`config.mk`:
```
export PLATFORM = sky130hd
export DESIGN_NAME = udp_img_tx
export DESIGN_NICKNAME = d
export VERILOG_FILES = /design/src/rtl/udp_img_pkg.sv /design/src/rtl/crc32_d8.sv /design/src/rtl/udp_img_tx.sv
export SDC_FILE = /design/constraint.sdc
export NUM_CORES = 1
export LEC_CHECK = 0
export BUFFER_PORTS_ARGS = -buffer_cell sky130_fd_sc_hd__buf_2
export CORE_ASPECT_RATIO = 1.4
export CORE_MARGIN = 2
export CORE_UTILIZATION = 30
export CTS_BUF_LIST = sky130_fd_sc_hd__clkbuf_8
export CTS_CLUSTER_DIAMETER = 30
export CTS_CLUSTER_SIZE = 28
export DETAILED_ROUTE_END_ITERATION = 8
export PLACE_DENSITY = 0.5
export SYNTH_ARGS = -nofsm -noshare
export SYNTH_HDL_FRONTEND = slang
export SYNTH_SLANG_ARGS = --single-unit
```
`constraint.sdc`:
```
create_clock -name eth_tx_clk -period 4.65 [get_ports eth_tx_clk]
set_input_delay 0.2325 -clock eth_tx_clk [delete_from_list [all_inputs] [get_ports eth_tx_clk]]
set_output_delay 0.2325 -clock eth_tx_clk [all_outputs]
set_load 0.02 [all_outputs]
```
`src/rtl/udp_img_pkg.sv`:
```
// Shared encodings and frame geometry for the GMII UDP image transmitter.
package udp_img_pkg;

    typedef enum logic [3:0] {
        IDLE,
        CHECK_SUM,
        PREAMBLE,
        ETH_HEAD,
        IP_HEAD,
        UDP_HEAD,
        TX_DATA,
        PAD,
        CRC
    } tx_state_t;

    localparam logic [15:0] CHECK_SUM_CYCLES = 16'd3;
    localparam logic [15:0] PREAMBLE_BYTES   = 16'd8;
    localparam logic [15:0] ETH_BYTES        = 16'd14;
    localparam logic [15:0] IP_BYTES         = 16'd20;
    localparam logic [15:0] UDP_BYTES        = 16'd8;
    localparam logic [15:0] CRC_BYTES        = 16'd4;

    localparam logic [15:0] MAX_PAYLOAD = 16'd1472;
    localparam logic [15:0] MIN_PAYLOAD = 16'd18;

    localparam logic [15:0] ETHERTYPE_IPV4 = 16'h0800;
    localparam logic [7:0]  IP_PROTO_UDP   = 8'h11;

    localparam logic [31:0] CRC_INIT      = 32'hFFFF_FFFF;
    localparam logic [31:0] CRC_POLY_REFL = 32'hEDB8_8320;

    // One's-complement end-around carry fold of a 32-bit partial sum.
    function automatic logic [31:0] fold_carry(input logic [31:0] s);
        return {16'h0000, s[15:0]} + {16'h0000, s[31:16]};
    endfunction

endpackage

```
`src/rtl/crc32_d8.sv`:
```
// Reflected CRC-32 (Ethernet FCS) advancing one byte per enabled cycle, LSB bit first.
module crc32_d8
    import udp_img_pkg::*;
(
    input  logic        clk,
    input  logic        rst_n,
    input  logic        crc_en,
    input  logic        crc_clr,
    input  logic [7:0]  data,
    output logic [31:0] crc
);

    logic [31:0] stage [0:8];

    assign stage[0] = crc;

    genvar gi;
    generate
        for (gi = 0; gi < 8; gi++) begin : g_bit
            assign stage[gi+1] = (stage[gi] >> 1)
                               ^ (((stage[gi][0] ^ data[gi]) == 1'b1) ? CRC_POLY_REFL : 32'h0000_0000);
        end
    endgenerate

    always_ff @(posedge clk or negedge rst_n) begin
        if (!rst_n) begin
            crc <= CRC_INIT;
        end else if (crc_clr) begin
            crc <= CRC_INIT;
        end else if (crc_en) begin
            crc <= stage[8];
        end
    end

endmodule

```
`src/rtl/udp_img_tx.sv`:
```
// Streams one UDP/IPv4 packet over GMII: preamble, headers with computed IP checksum,
// FIFO-fed payload, zero padding up to the Ethernet minimum, then the FCS.
module udp_img_tx
    import udp_img_pkg::*;
#(
    parameter logic [47:0] BOARD_MAC  = 48'h00_11_22_33_44_55,
    parameter logic [47:0] DES_MAC    = 48'hff_ff_ff_ff_ff_ff,
    parameter logic [31:0] BOARD_IP   = {8'd192, 8'd168, 8'd1, 8'd10},
    parameter logic [31:0] DES_IP     = {8'd192, 8'd168, 8'd1, 8'd102},
    parameter logic [15:0] BOARD_PORT = 16'd1234,
    parameter logic [15:0] DES_PORT   = 16'd1234
) (
    input  logic        eth_tx_clk,
    input  logic        rst_n,
    input  logic        tx_start_en,
    input  logic [15:0] tx_byte_num,
    input  logic [31:0] tx_data,
    output logic        tx_req,
    output logic        tx_done,
    output logic        gmii_tx_en,
    output logic [7:0]  gmii_txd
);

    tx_state_t   state_reg, state_next;
    logic [15:0] cnt_reg, cnt_next;
    logic [15:0] len_reg;
    logic [15:0] ident_reg;
    logic [31:0] sum_reg;
    logic [15:0] csum_reg;
    logic [31:0] data_reg;
    logic        done_pending_reg;

    logic [7:0]  byte_next;
    logic        tx_en_next, req_next;
    logic        crc_en, crc_clr, load_word, frame_end;
    logic [31:0] crc_val;

    logic [15:0]  total_len, udp_len, words_total, word_idx_next;
    logic [31:0]  ip_sum, sum_folded;
    logic [111:0] eth_hdr, eth_shift;
    logic [159:0] ip_hdr, ip_shift;
    logic [63:0]  udp_hdr, udp_shift;
    logic [31:0]  data_shift, crc_shift;
    logic         more_words;

    assign total_len = IP_BYTES + UDP_BYTES + len_reg;
    assign udp_len   = UDP_BYTES + len_reg;

    assign ip_sum = 32'h0000_4500 + {16'h0000, total_len} + {16'h0000, ident_reg} + 32'h0000_4000
                  + {16'h0000, 8'h40, IP_PROTO_UDP}
                  + {16'h0000, BOARD_IP[31:16]} + {16'h0000, BOARD_IP[15:0]}
                  + {16'h0000, DES_IP[31:16]}   + {16'h0000, DES_IP[15:0]};
    assign sum_folded = fold_carry(sum_reg);

    assign eth_hdr = {DES_MAC, BOARD_MAC, ETHERTYPE_IPV4};
    assign ip_hdr  = {16'h4500, total_len, ident_reg, 16'h4000, 8'h40, IP_PROTO_UDP,
                      csum_reg, BOARD_IP, DES_IP};
    assign udp_hdr = {BOARD_PORT, DES_PORT, udp_len, 16'h0000};

    // Each header is shifted so the byte at the current index lands in the top lane.
    assign eth_shift  = eth_hdr  << {cnt_reg[3:0], 3'b000};
    assign ip_shift   = ip_hdr   << {cnt_reg[4:0], 3'b000};
    assign udp_shift  = udp_hdr  << {cnt_reg[2:0], 3'b000};
    assign data_shift = data_reg << {cnt_reg[1:0], 3'b000};
    assign crc_shift  = (~crc_val) >> {cnt_reg[1:0], 3'b000};

    assign words_total   = (len_reg + 16'd3) >> 2;
    assign word_idx_next = {2'b00, cnt_reg[15:2]} + 16'd1;
    assign more_words    = (word_idx_next < words_total);

    always_comb begin
        state_next = state_reg;
        cnt_next   = cnt_reg + 16'd1;
        byte_next  = 8'h00;
        tx_en_next = 1'b0;
        req_next   = 1'b0;
        crc_en     = 1'b0;
        crc_clr    = 1'b0;
        load_word  = 1'b0;
        frame_end  = 1'b0;
        case (state_reg)
            IDLE: begin
                cnt_next = 16'd0;
                crc_clr  = 1'b1;
                if (tx_start_en) begin
                    state_next = CHECK_SUM;
                end
            end
            CHECK_SUM: begin
                if (cnt_reg == CHECK_SUM_CYCLES - 16'd1) begin
                    state_next = PREAMBLE;
                    cnt_next   = 16'd0;
                end
            end
            PREAMBLE: begin
                tx_en_next = 1'b1;
                byte_next  = (cnt_reg == PREAMBLE_BYTES - 16'd1) ? 8'hD5 : 8'h55;
                if (cnt_reg == PREAMBLE_BYTES - 16'd1) begin
                    state_next = ETH_HEAD;
                    cnt_next   = 16'd0;
                end
            end
            ETH_HEAD: begin
                tx_en_next = 1'b1;
                crc_en     = 1'b1;
                byte_next  = eth_shift[111:104];
                if (cnt_reg == ETH_BYTES - 16'd1) begin
                    state_next = IP_HEAD;
                    cnt_next   = 16'd0;
                end
            end
            IP_HEAD: begin
                tx_en_next = 1'b1;
                crc_en     = 1'b1;
                byte_next  = ip_shift[159:152];
                if (cnt_reg == IP_BYTES - 16'd1) begin
                    state_next = UDP_HEAD;
                    cnt_next   = 16'd0;
                end
            end
            UDP_HEAD: begin
                tx_en_next = 1'b1;
                crc_en     = 1'b1;
                byte_next  = udp_shift[63:56];
                req_next   = (cnt_reg == UDP_BYTES - 16'd3) && (len_reg != 16'd0);
                if (cnt_reg == UDP_BYTES - 16'd1) begin
                    cnt_next = 16'd0;
                    if (len_reg != 16'd0) begin
                        state_next = TX_DATA;
                        load_word  = 1'b1;
                    end else begin
                        state_next = PAD;
                    end
                end
            end
            TX_DATA: begin
                tx_en_next = 1'b1;
                crc_en     = 1'b1;
                byte_next  = data_shift[31:24];
                // Strobe one cycle ahead of the registered pin so the word lands by lane 3.
                req_next   = (cnt_reg[1:0] == 2'd1) && more_words;
                load_word  = (cnt_reg[1:0] == 2'd3);
                if (cnt_reg == len_reg - 16'd1) begin
                    cnt_next   = 16'd0;
                    state_next = (len_reg < MIN_PAYLOAD) ? PAD : CRC;
                end
            end
            PAD: begin
                tx_en_next = 1'b1;
                crc_en     = 1'b1;
                if (cnt_reg + len_reg == MIN_PAYLOAD - 16'd1) begin
                    state_next = CRC;
                    cnt_next   = 16'd0;
                end
            end
            CRC: begin
                tx_en_next = 1'b1;
                byte_next  = crc_shift[7:0];
                if (cnt_reg == CRC_BYTES - 16'd1) begin
                    state_next = IDLE;
                    cnt_next   = 16'd0;
                    frame_end  = 1'b1;
                end
            end
            default: begin
                state_next = IDLE;
                cnt_next   = 16'd0;
            end
        endcase
    end

    always_ff @(posedge eth_tx_clk or negedge rst_n) begin
        if (!rst_n) begin
            state_reg        <= IDLE;
            cnt_reg          <= 16'd0;
            len_reg          <= 16'd0;
            ident_reg        <= 16'd0;
            sum_reg          <= 32'd0;
            csum_reg         <= 16'd0;
            data_reg         <= 32'd0;
            done_pending_reg <= 1'b0;
            tx_done          <= 1'b0;
            tx_req           <= 1'b0;
            gmii_tx_en       <= 1'b0;
            gmii_txd         <= 8'h00;
        end else begin
            state_reg  <= state_next;
            cnt_reg    <= cnt_next;
            tx_req     <= req_next;
            gmii_tx_en <= tx_en_next;
            gmii_txd   <= byte_next;
            // tx_done trails the last FCS byte on the pins by one cycle.
            done_pending_reg <= frame_end;
            tx_done          <= done_pending_reg;
            if (state_reg == IDLE && tx_start_en) begin
                len_reg <= (tx_byte_num > MAX_PAYLOAD) ? MAX_PAYLOAD : tx_byte_num;
            end
            if (state_reg == CHECK_SUM) begin
                case (cnt_reg[1:0])
                    2'd0:    sum_reg  <= ip_sum;
                    2'd1:    sum_reg  <= sum_folded;
                    default: csum_reg <= ~sum_folded[15:0];
                endcase
            end
            if (load_word) begin
                data_reg <= tx_data;
            end
            if (frame_end) begin
                ident_reg <= ident_reg + 16'd1;
            end
        end
    end

    crc32_d8 u_crc (
        .clk     (eth_tx_clk),
        .rst_n   (rst_n),
        .crc_en  (crc_en),
        .crc_clr (crc_clr),
        .data    (byte_next),
        .crc     (crc_val)
    );

endmodule

```
* Yosys cells after proc, flatten, opt, wreduce, memory -nomap -nowiden
Index checks and enable logic that the tools add are counted.
Storage, ports and cells: register bits 176, output and inout bits 11, logic and storage cells 142
Operators by class: add/subtract/negate cells 17, magnitude comparators 3, equal/unequal tests 27, shifts and indexed selects 5, muxes and demuxes 43, bitwise operators 19, reductions and logical operators 15
Operators by type and width (count):
- $mux W32 | 10
- $xor A31 B32 Y32 | 8
- $shl A159 B8 Y160 | 1
- $mux W16 | 8
- $pmux W16 S7 | 1
- $shl A112 B7 Y112 const A | 1
- $pmux W32 S2 | 1
- $shl A59 B6 Y64 | 1
- $pmux W8 S6 | 1
- $mux W4 | 10
- $pmux W4 S9 | 1
- $add A16 B1 Y16 const B | 2
- $eq A16 B2 Y1 const B | 2
- $eq A16 B3 Y1 const B | 2
- $eq A16 B5 Y1 const B | 2
- $not A32 Y32 | 1
- $shl A32 B5 Y32 | 1
- $shr A32 B5 Y8 | 1
- $add A23 B9 Y24 const B | 1
- $add A22 B16 Y23 const B | 1
- $add A21 B9 Y22 const B | 1
- $add A20 B16 Y21 const B | 1
- $add A19 B15 Y20 const B | 1
- $add A18 B15 Y19 const B | 1
- 37 further kinds | 69

* Longest topological paths before layout
Gate-level depths: netlist of run 1.
depth after elaboration 29, depth in mapped cells 18, mapped depth without buffers 17

* Modules after synthesis
A second synthesis of run 1 with hierarchy kept.
Unflattened totals: cells, all modules 1433, area total of the unflattened synthesis 12962.4 µm²
Modules (own cells, without submodules):
- udp_img_tx | times used 1, cells each 1239, area an instance 10764.1 µm², seq. area each 3278.1 µm²
- crc32_d8 | times used 1, cells each 194, area an instance 2198.4 µm², seq. area each 840.8 µm²

* Worst setup path before layout of run 1
No wires, ideal clock.
path type reg2reg, from register len_reg[4], to register sum_reg[15], arrival time 3482 ps, slack 1028 ps, cell stages (with the launch flop) 18, path buffers 1, clock period less this slack 3622 ps, path through dfrtp_1 buf_2 inv_1 ha_1 a21boi_2 xnor2_1 ha_1 ha_1 inv_1 o21bai_1 a21oi_1 o21bai_1 a211o_1 a2111oi_0 o31ai_1 xor2_1 nand2_1 a31oi_1
Between the ends: word-level cells in the longest chain between the ends 10
Ends and longest elaborated chain:
- from (decl) | RTL line udp_img_tx.sv:26 | logic [15:0] len_reg;
- from (signal assigned) | RTL line udp_img_tx.sv:196 | len_reg <= (tx_byte_num > MAX_PAYLOAD) ? MAX_PAYLOAD : tx_byte_num;
- $add A5 B16 Y16 | RTL line udp_img_tx.sv:46 | assign total_len = IP_BYTES + UDP_BYTES + len_reg;
- $add A15 B16 Y17 | RTL line udp_img_tx.sv:49 | assign ip_sum = 32'h0000_4500 + {16'h0000, total_len} + {16'h0000, ident_reg} + 32'h0000_4000
- $add A17 B16 Y18 | RTL line udp_img_tx.sv:49
- $add A18 B15 Y19 | RTL line udp_img_tx.sv:49
- $add A19 B15 Y20 | RTL line udp_img_tx.sv:50 | + {16'h0000, 8'h40, IP_PROTO_UDP}
- $add A20 B16 Y21 | RTL line udp_img_tx.sv:51 | + {16'h0000, BOARD_IP[31:16]} + {16'h0000, BOARD_IP[15:0]}
- $add A21 B9 Y22 | RTL line udp_img_tx.sv:51
- $add A22 B16 Y23 | RTL line udp_img_tx.sv:52 | + {16'h0000, DES_IP[31:16]} + {16'h0000, DES_IP[15:0]};
- $add A23 B9 Y24 | RTL line udp_img_tx.sv:52
- $pmux W32 S2 | RTL line udp_img_tx.sv:199 | case (cnt_reg[1:0])
- to (signal assigned) | RTL line udp_img_tx.sv:200 | 2'd0: sum_reg <= ip_sum;
- to (signal assigned) | RTL line udp_img_tx.sv:201 | 2'd1: sum_reg <= sum_folded;
- to (decl) | RTL line udp_img_tx.sv:28 | logic [31:0] sum_reg;
No other way between the ends. The select of a mux whose other input is x is not followed. A chain may end at the register's enable or synchronous reset.

* Final worst setup path of run 1
from register len_reg[3], to register sum_reg[16]
The elaborated chain is that of the path after synthesis.

==> flow_summary.yaml, run 1 <==
timing:
  setup_tns_ns: 0
  period_needed_ns: 4.253
  tightest_slew_ns: 1.012
  rsz0062_at_grt: "false"
  finalCritPeriodShare_pct: 91.46
  relSlewSlack_pct: 31.56
  hold_viol: 0
  timing.hold.ws_ns: 0.04862
  fin_worst_skew_ns: 0.02017
  drv_slew: 0
  timing.fmax_mhz: 235.1
  final-setup-viol-count: 0
synth:
  synthTopCellsByArea: "dfrtp_1, ha_1, xnor2_1"
  yosys_warnings: 0
  ys_ff_latch: 163
  yosys.area_share.simple_pct: 16.00
  synthDistinctLibCells: 88
  synth-compound-area-share_pct: 16.37
  ys_async_sr_fraction_pct: 100.0
  synth_enable_flop_cells: 0
  synth_top_family_by_area: "compound AO/OA/AOI/OAI gates"
  syn-num-nets: 1498
  synth_top_area_share_pct: 26.19
  synthAdderAreaFrac_pct: 8.477
  yosysSeqAreaShare_pct: 32.91
  synthFlopType: "dfrtp_1"
  netlist_area_mm2: 0.01252
  synth_area_per_cell_um2: 9.177
  syn_inst: 1364
  synthXorXnorAreaFrac_pct: 14.77
  synth.mux.area_fraction_pct: 6.967
  synth_area_leader_cell: "dfrtp_1"
global_route:
  antenna_found_initial: 1
  grt_pass1_vias: 10570
  grt-ovfl-total: 0
  grt_pass1_wl_um: 61370
  grt_util_all_layers_pct: 18.39
  grt_max_degree: 164
power:
  p_seq_share_pct: 52.9
  p_int_mw: 2.050
  power.switching_mw: 0.6688
  ir_drop_mv: 0.2184
  swShare_pct: 24.60
  p_clk_share_pct: 43.3
  share_comb_of_total_power_pct: 3.7
  p_leak_nw: 6.158
  p_per_area_mw_per_mm2: 188.5
cells_and_area:
  fin_nets: 1587
  fillers: 4305
  drive_gt1_share_pct: 17.67
  syn_to_final_growth_pct: 15.22
  postLayoutCoreUtil_pct: 35.02
routing:
  first_pass_iters: 5
  drc_errors: 0
  ant_nets: 0
  num_vias: 10520
  via_per_inst: 5.241
  drtIter0Drc: 632
  wirelength_um: 39230
  wl_per_cell_um: 19.55
placement:
  place.gp.congestion: 0.9301
  port_buffers: 61
  hpwl_um: 29430
floorplan:
  die_h_um: 245.7
  core-area_mm2: 0.04118
  dieArea_mm2: 0.04340
  num_rows: 88
  die_x_um: 176.6
  initial_core_util_pct: 30.40
  pin_count: 62
worst_hold_path:
  hold_start: "tx_byte_num[0]"
  min_path_type: "input port to register"
clock_tree:
  clk_latency_ns: 0.50
  cts_root_buf: "clkbuf_8"
  clockBufferDepth: 2
  cts.clk_slew.worst_paths_ns: 0.11
  h-tree-depth: 4
  cts_tree: "done"
  cts_made_buffers: 17
  clock_sinks: 163
setup_path:
  crit_type: "register to register"
  critPathRequiredTime_ns: 5.08
  startpoint: "len_reg[3]"
  cp-start-kind: "register"
  worstPathMaxFanout: 8
  r2r_start: "len_reg[3]"
  arrival_ns: 4.68
  setup.worst_path.end_class: "register"
run_status:
  status: "completed"
job:
  timing.max_cap.violations: 0
-- critical path: stages, from the launching register on --
cell	delay [ns]
dfrtp_1	0.53
inv_1	0.20
ha_1	0.29
nor2b_1	0.15
buf_4	0.16
nor2_1	0.13
xor2_1	0.53
ha_1	0.35
ha_1	0.35
and3_1	0.21
a2111o_1	0.43
a31oi_1	0.19
o21bai_1	0.12
a21oi_1	0.28
nand4b_1	0.13
o211ai_1	0.12
-- layout make-up --
cell class	count	area [um^2]	share of cell area [%]
Multi-Input combinational cell	1063	7859	54.49
Sequential cell	163	4121	28.58
Timing Repair Buffer	151	1115	7.730
Tap cell	540	675.6	4.685
Clock buffer	18	247.7	1.718
Inverter	57	214.0	1.483
Clock inverter	14	187.7	1.301
Antenna cell	1	2.502	0.01735
-- cell usage after synthesis (all sizes together), types with 14 or more instances --
library cell	n
a21oi	88
and3	20
buf	28
clkbuf	53
dfrtp	131
dfstp	32
ha	80
inv	56
mux2	33
mux2i	14
mux4	16
nand2	99
nand3	38
nand4	16
nor2	90
nor3	63
nor4	14
o21ai	92
xnor2	113
xor2	81
-- per-stage QoR --
step	total power [mW]	std cells	setup slack (ns)	cell area, um^2
global placement	1.541	1933	0.5211	13570
detailed placement	1.544	1933	0.4671	13570
CTS	2.765	2006	0.4492	14420
global route	2.834	2007	0.008074	14420
floorplan	1.482	1364	1.028	12520
finish	2.719	2007	0.3972	14420
-- cells by family after synthesis --
family / after synthesis
DFF: 163
xor gates and xnor gates: 194
and+or+nand+nor: 405
muxes: 63
AOI/OAI and AO/OA: 318
buffers and inverters: 138
adders and majority gates: 83
-- power groups by stage --
| stage | clock (mW) | combinational [mW] | sequential (mW) |
|---|---|---|---|
| after floorplan | 0 | 0.0191 | 1.46 |
| after global placement | 0 | 0.0765 | 1.46 |
| after detailed placement | 0 | 0.0778 | 1.47 |
| after CTS | 1.22 | 0.104 | 1.44 |
| after global routing | 1.28 | 0.114 | 1.44 |
| final | 1.18 | 0.102 | 1.44 |
-- timing repair --
| item | in CTS | in global routing |
|---|---|---|
| setup buffers | 0 | 0 |
| endpoints found under the hold margin | 171 | 0 |
| hold buffers | 41 | 0 |
| resized for setup | 0 | 0 |
-- layout by cell type (no fill, tap or decap), drive strengths merged, types with 6 or more instances in the layout --
cell / n
nor4: 14
o21a: 9
mux2: 33
nand4: 16
ha: 80
or3: 6
nor2b: 11
dlygate4sd3: 41
a21o: 13
nor3: 63
and3: 20
a31oi: 7
o211ai: 12
o21bai: 7
xor2: 81
buf: 110
xnor2: 113
mux4: 16
dfstp: 32
dfrtp: 131
mux2i: 14
nand3: 38
nor2: 90
a21oi: 88
a221oi: 8
nand2: 99
clkbuf: 18
nand2b: 10
a211oi: 11
o21ai: 92
and2: 10
inv: 64
o22ai: 10
-- routing by layer --
metal,wire length (um),global-route usage [%],up-vias
met1,15990,21.38,5110
met3,1443,2.675,81
met2,20120,33.08,278
li1,-,-,5050
met4,1678,8.362,0
met5,0,0,-
-- final timing paths --
kind,end,slack (ns),depth (start not counted)
setup / recovery,sum_reg[16],0.40,15
hold reg to reg,tx_done,0.37,0
max in group asynchronous,len_reg[8],3.44,3
hold / removal,len_reg[0],0.05,3
setup reg to reg,sum_reg[16],0.40,15
min in group asynchronous,sum_reg[10],0.39,3
No activity file was read; power rests on OpenSTA's default activity.
==> inputs of run 2 (changes only) <==
ABC_AREA = 1   (was unset)
==> flow_summary.yaml, run 2 <==
clock_tree:
  cts_root_buf: "clkbuf_8"
  clock_sinks: 163
  cts.clk_slew.worst_paths_ns: 0.11
  clockBufferDepth: 2
  post_cts_buffers: 0
  h-tree-depth: 4
  cts_tree: "done"
  cts_made_buffers: 17
  clk_latency_ns: 0.53
placement:
  post_dp_cell_area_mm2: 0.01471
  hpwl_um: 36440
  place_ws_ns: 0.9272
  placed_cells: 2568
  port_buffers: 61
  place.gp.congestion: 0.9170
routing:
  via_per_inst: 4.977
  num_vias: 13150
  drtIter0Drc: 923
  drc_errors: 0
  ant_nets: 0
  wirelength_um: 47820
  wl_per_cell_um: 18.09
  first_pass_iters: 7
power:
  ir_drop_mv: 0.2736
  p_per_area_mw_per_mm2: 623.3
  p_leak_nw: 7.583
global_route:
  grt-ovfl-total: 0
  grt_max_degree: 84
  antenna_found_initial: 1
  grt_pass1_vias: 13440
  grt_util_all_layers_pct: 20.75
  grt_pass1_wl_um: 75710
timing:
  timing.fmax_mhz: 267.8
  hold_viol: 0
  relSlewSlack_pct: 45.47
  rsz0062_at_grt: "false"
  setup_tns_ns: 0
  period_needed_ns: 3.735
  final-setup-viol-count: 0
  tightest_slew_ns: 0.8149
  setup_ws_ns: 0.9153
  drv_slew: 0
  fin_worst_skew_ns: 0.02347
  finalCritPeriodShare_pct: 80.32
cells_and_area:
  mostFrequentLayoutCell: "nand2_1"
  fin_nets: 2152
  final_cell_mix: "nand2_1, inv_1, nand3_1"
  drive_gt1_share_pct: 13.69
  finish.instance_area_mm2: 0.01553
  syn_to_final_growth_pct: 12.99
  stdcell_count: 2643
floorplan:
  die_x_um: 184.9
  die_h_um: 257.3
  pin_count: 62
  dieArea_mm2: 0.04758
  num_rows: 92
  core-area_mm2: 0.04512
  initial_core_util_pct: 30.47
setup_path:
  setup.worst_path.end_class: "register"
  cp-start-kind: "register"
  arrival_ns: 4.13
  crit_type: "register to register"
  critPathRequiredTime_ns: 5.04
  worstPathMaxFanout: 7
synth:
  netlist_area_mm2: 0.01375
  syn-num-nets: 2066
  synth_area_per_cell_um2: 7.116
  ys_ff_latch: 163
  synth_enable_flop_cells: 0
  ys_async_sr_fraction_pct: 100.0
  synth.top_cells.by_count: "nand2_1, inv_1, nand3_1, nor2_1"
  synth.most_common_cell: "nand2_1"
  synthFlopType: "dfrtp_1"
  yosysSeqAreaShare_pct: 29.96
  syn_inst: 1932
  synthTopCellsByArea: "dfrtp_1, nand2_1, ha_1"
  synthDistinctLibCells: 60
  yosys_warnings: 0
  synth_top_area_share_pct: 23.84
  synth_area_leader_cell: "dfrtp_1"
job:
  timing.max_cap.violations: 0
run_status:
  status: "completed"
worst_hold_path:
  min_path_type: "input port to register"
[run 2: cell count changes after synthesis, sizes merged, moves of 17 or more]
| cell | delta |
|---|---|
| a21oi | +34 |
| and3 | -19 |
| clkbuf | -37 |
| inv | +189 |
| mux2 | -17 |
| nand2 | +400 |
| nand3 | +129 |
| nand4 | +19 |
| nor2 | +68 |
| nor3 | -35 |
| o21ai | +50 |
| xnor2 | -98 |
[run 2: path summary, 6_finish.rpt]
| kind | startpoint | end | slack (ns) | depth (start not counted) |
|---|---|---|---|---|
| hold reg to reg | done_pending_reg | tx_done | 0.37 | 0 |
| max in group asynchronous | rst_n | cnt_reg[0] | 3.25 | 3 |
| setup reg to reg | len_reg[2] | sum_reg[10] | 0.92 | 19 |
| setup / recovery | len_reg[2] | sum_reg[10] | 0.92 | 19 |
| hold / removal | tx_byte_num[6] | len_reg[6] | 0.06 | 3 |
| min in group asynchronous | rst_n | ident_reg[13] | 0.34 | 2 |
[run 2: final cells by class]
| cell class | count | area (um^2) |
|---|---|---|
| fillers | 4951 | 29590 |
| well taps | 611 | 764.5 |
| inverters | 247 | 927.1 |
| diodes | 1 | 2.502 |
| multi-input cells | 1466 | 8422 |
| repair buffers | 123 | 894.6 |
| flip-flops and latches | 163 | 4120 |
| clock buffers | 19 | 261.5 |
| clock inverters | 13 | 141.4 |
[run 2: worst max-delay path, cell delays in order (launching register included)]
cell	delay, ns
dfrtp_1	0.55
inv_2	0.14
ha_1	0.25
inv_1	0.10
nor2_1	0.08
nor2_2	0.20
xor2_1	0.23
inv_1	0.07
ha_1	0.27
inv_1	0.04
ha_1	0.34
nand2_1	0.08
o21ai_0	0.27
a21oi_1	0.10
or2_2	0.30
nand2_1	0.06
a21oi_1	0.06
or2_2	0.27
a31oi_1	0.13
a21oi_1	0.05
[run 2: routing by layer]
layer | share of wire [%] | vias to the layer above | wire length (um) | GRT usage [%]
met1 | 42 | 6253 | 20320 | 25.18
met4 | 4.4 | 0 | 2087 | 10.07
met5 | 0 | - | 0 | 0
met2 | 50 | 285 | 23900 | 35.98
li1 | - | 6523 | - | -
met3 | 3.2 | 93 | 1516 | 2.590
[run 2: logic make-up after synthesis]
| logic type | count (synthesis) | synth area share, % |
|---|---|---|
| AOI/OAI and AO/OA | 336 | 13.64 |
| xor gates and xnor gates | 112 | 7.190 |
| adders and majority gates | 83 | 7.718 |
| buffers and inverters | 303 | 8.919 |
| DFF | 163 | 29.96 |
| muxes | 16 | 1.311 |
| and+or+nand+nor | 919 | 31.26 |
[run 2: per-stage QoR]
stage | total power [mW] | utilization (%) | hold WS [ns]
final | 9.683 | 34.42 | 0.05865
after CTS | 9.717 | 34.42 | 0.03175
after global routing | 10.58 | 34.42 | 0.05327
after global placement | 8.464 | 32.59 | 0.3353
after detailed placement | 8.531 | 32.59 | 0.3458
after floorplan | 6.723 | - | -0.06309
[run 2: report_power, final]
| part | leakage, nW | internal, mW | switching, mW | total [mW] |
|---|---|---|---|---|
| logic | 5.37 | 1.97 | 4.24 | 6.21 |
| registers | 2.00 | 1.93 | 0.421 | 2.35 |
| clock network | 0.211 | 0.471 | 0.650 | 1.12 |
[run 2: repair_timing]
| action | CTS | global route |
|---|---|---|
| hold endpoints to repair | 123 | 0 |
| gates resized for setup | 0 | 0 |
| hold buffers | 42 | 0 |
| setup endpoints to repair | 0 | 0 |
==> inputs of run 3 (changes only) <==
clock period = 3.58 ns   (was 4.65 ns; I/O delays follow)
==> flow_summary.yaml, run 3 (synthesized netlist as in run 2, its figures left out) <==
timing:
  hold_viol: 0
  setup_ws_ns: 0.2532
  fin_worst_skew_ns: 0.02412
  tightest_slew_ns: 0.6861
  period_needed_ns: 3.327
  timing.fmax_mhz: 300.6
  setup_tns_ns: 0
  final-setup-viol-count: 0
  finalCritPeriodShare_pct: 92.93
  drv_slew: 0
  relSlewSlack_pct: 54.26
setup_path:
  arrival_ns: 3.74
  r2r_start: "len_reg[3]"
  path_buf_inv: 4
  slowest_delay_ns: 0.39
  setup.worst_path.end_class: "register"
  critPathMostFrequentCell: "inv_1"
  worstPathMaxFanout: 5
  cpMaxStageDelayCell: "dfrtp_1"
  path_cells: "inv_1 > ha_2 > inv_1 > nor2_2 > nor2_4 > xor2_2 > inv_1 > ha_1 > inv_1 > ha_1 > nand2_1 > o21ai_2 > a21oi_1 > or2_2 > nand2_1 > a21oi_1 > or2_2 > a31oi_1 > a21oi_1"
  reg2reg_to: "sum_reg[10]"
  critPathRequiredTime_ns: 3.99
  r2r_cells: 19
  crit_type: "register to register"
  cp-start-kind: "register"
  cp_top_family: "simple AND/OR/NAND/NOR gates"
  r2r_setup_slack_ns: 0.25
clock_tree:
  cts.clk_slew.worst_paths_ns: 0.10
  clockBufferDepth: 2
  cts_root_buf: "clkbuf_8"
  clk_latency_ns: 0.54
  post_cts_buffers: 0
  cts_tree: "done"
  h-tree-depth: 4
  clock_sinks: 163
  cts_made_buffers: 17
global_route:
  grt_max_degree: 67
  grt_pass1_wl_um: 76420
  grt-ovfl-total: 0
  grt_util_all_layers_pct: 21.11
  grt_pass1_vias: 13230
  antenna_found_initial: 1
routing:
  wirelength_um: 48740
  drc_errors: 0
  num_vias: 13280
  ant_nets: 0
  drtIter0Drc: 931
  wl_per_cell_um: 18.14
  via_per_inst: 4.943
  first_pass_iters: 8
floorplan:
  core-area_mm2: 0.04512
  die_h_um: 257.3
  die_x_um: 184.9
  pin_count: 62
  dieArea_mm2: 0.04758
  initial_core_util_pct: 30.47
  num_rows: 92
cells_and_area:
  fillers: 4920
  fin_nets: 2195
  mostFrequentLayoutCell: "nand2_1"
  syn_to_final_growth_pct: 15.94
  drive_gt1_share_pct: 16.06
  final_cell_mix: "nand2_1, inv_1, nand3_1"
power:
  p_leak_nw: 7.800
  p_seq_share_pct: 23.1
  share_comb_of_total_power_pct: 65.3
  power.switching_mw: 6.971
  ir_drop_mv: 0.3237
  p_int_mw: 5.848
  p_clk_share_pct: 11.6
  p_per_area_mw_per_mm2: 804.3
  swShare_pct: 54.38
worst_hold_path:
  hold_end: "len_reg[9]"
  whs_path_depth: 5
  min_path_type: "input port to register"
  hold_start: "tx_byte_num[9]"
placement:
  place.gp.congestion: 0.9062
  port_buffers: 61
  place_ws_ns: 0.07508
  hpwl_um: 37800
job:
  timing.max_cap.violations: 0
run_status:
  status: "completed"
-- run 3: cell count changes in the layout (fill, tap and decap cells not counted), sizes merged --
cell and change:
clkinv -4, buf +42, clkinvlp +1, inv +3, dlygate4sd3 +1
-- run 3: timing repair --
| item | in CTS | in global routing |
|---|---|---|
| endpoints found under the hold margin | 96 | 0 |
| gates resized for setup | 0 | 18 |
| endpoints found under the setup margin | 0 | 7 |
| hold buffers | 43 | 0 |
-- run 3: power by group through the flow --
| stage | Clock (mW) | Combinational [mW] | Sequential, mW |
|---|---|---|---|
| floorplan | 0 | 5.85 | 2.88 |
| global placement | 0 | 8.19 | 2.99 |
| detailed placement | 0 | 8.26 | 2.99 |
| CTS | 1.54 | 8.33 | 2.96 |
| global route | 1.61 | 9.33 | 3.04 |
| finish | 1.49 | 8.37 | 2.97 |
-- run 3: worst max-delay path by stage --
stage | from | to | slack [ns] | depth (start not counted)
floorplan | len_reg[3] | sum_reg[10] | 0.38 | 19
CTS | len_reg[3] | sum_reg[10] | 0.07 | 19
finish | len_reg[3] | sum_reg[10] | 0.25 | 19
global route | len_reg[3] | sum_reg[16] | -0.02 | 21
detailed placement | len_reg[3] | sum_reg[10] | 0.08 | 19
global placement | len_reg[3] | sum_reg[10] | 0.20 | 19
-- run 3: cell type report --
type                       instances  area (um^2)  area share (%)
multi-input combinational       1466         8474           53.17
sequential                       163         4123           25.87
timing repair buffer             166         1232           7.732
inverter                         247        927.1           5.817
tap                              611        764.5           4.796
clock buffer                      19        261.5           1.641
clock inverter                    13        153.9          0.9655
antenna                            1        2.502         0.01570
-- run 3: metrics by stage --
stage          instance area (um^2)  total power, mW  hold slack (ns)  utilization (%)  cells
2_1_floorplan                 13750            8.732          -0.1166                -   1932
3_3_place_gp                  15040            11.18           0.2476            33.32   2610
3_5_place_dp                  15040            11.26           0.2456            33.32   2610
4_1_cts                       15880            12.83         0.003494            35.20   2685
5_1_grt                       15940            13.98          0.05422            35.32   2686
6_report                      15940            12.82          0.03727            35.32   2686
-- run 3: tightest hold or removal path: stages --
cell and delay, ns:
buf_2 0.09, inv_1 0.06, nor3_1 0.05, a21oi_1 0.11, inv_1 0.05
-- run 3: metal layers --
layer  vias to the layer above  GRT usage (%)  wire [um]  part of all wire [%]
met2                       324          36.68      24520                    50
met1                      6270          26.06      20670                    42
met4                         0          9.744       1822                   3.7
met5                         -              0          0                     0
met3                        79          2.137       1722                   3.5
li1                       6604              -          -                     -
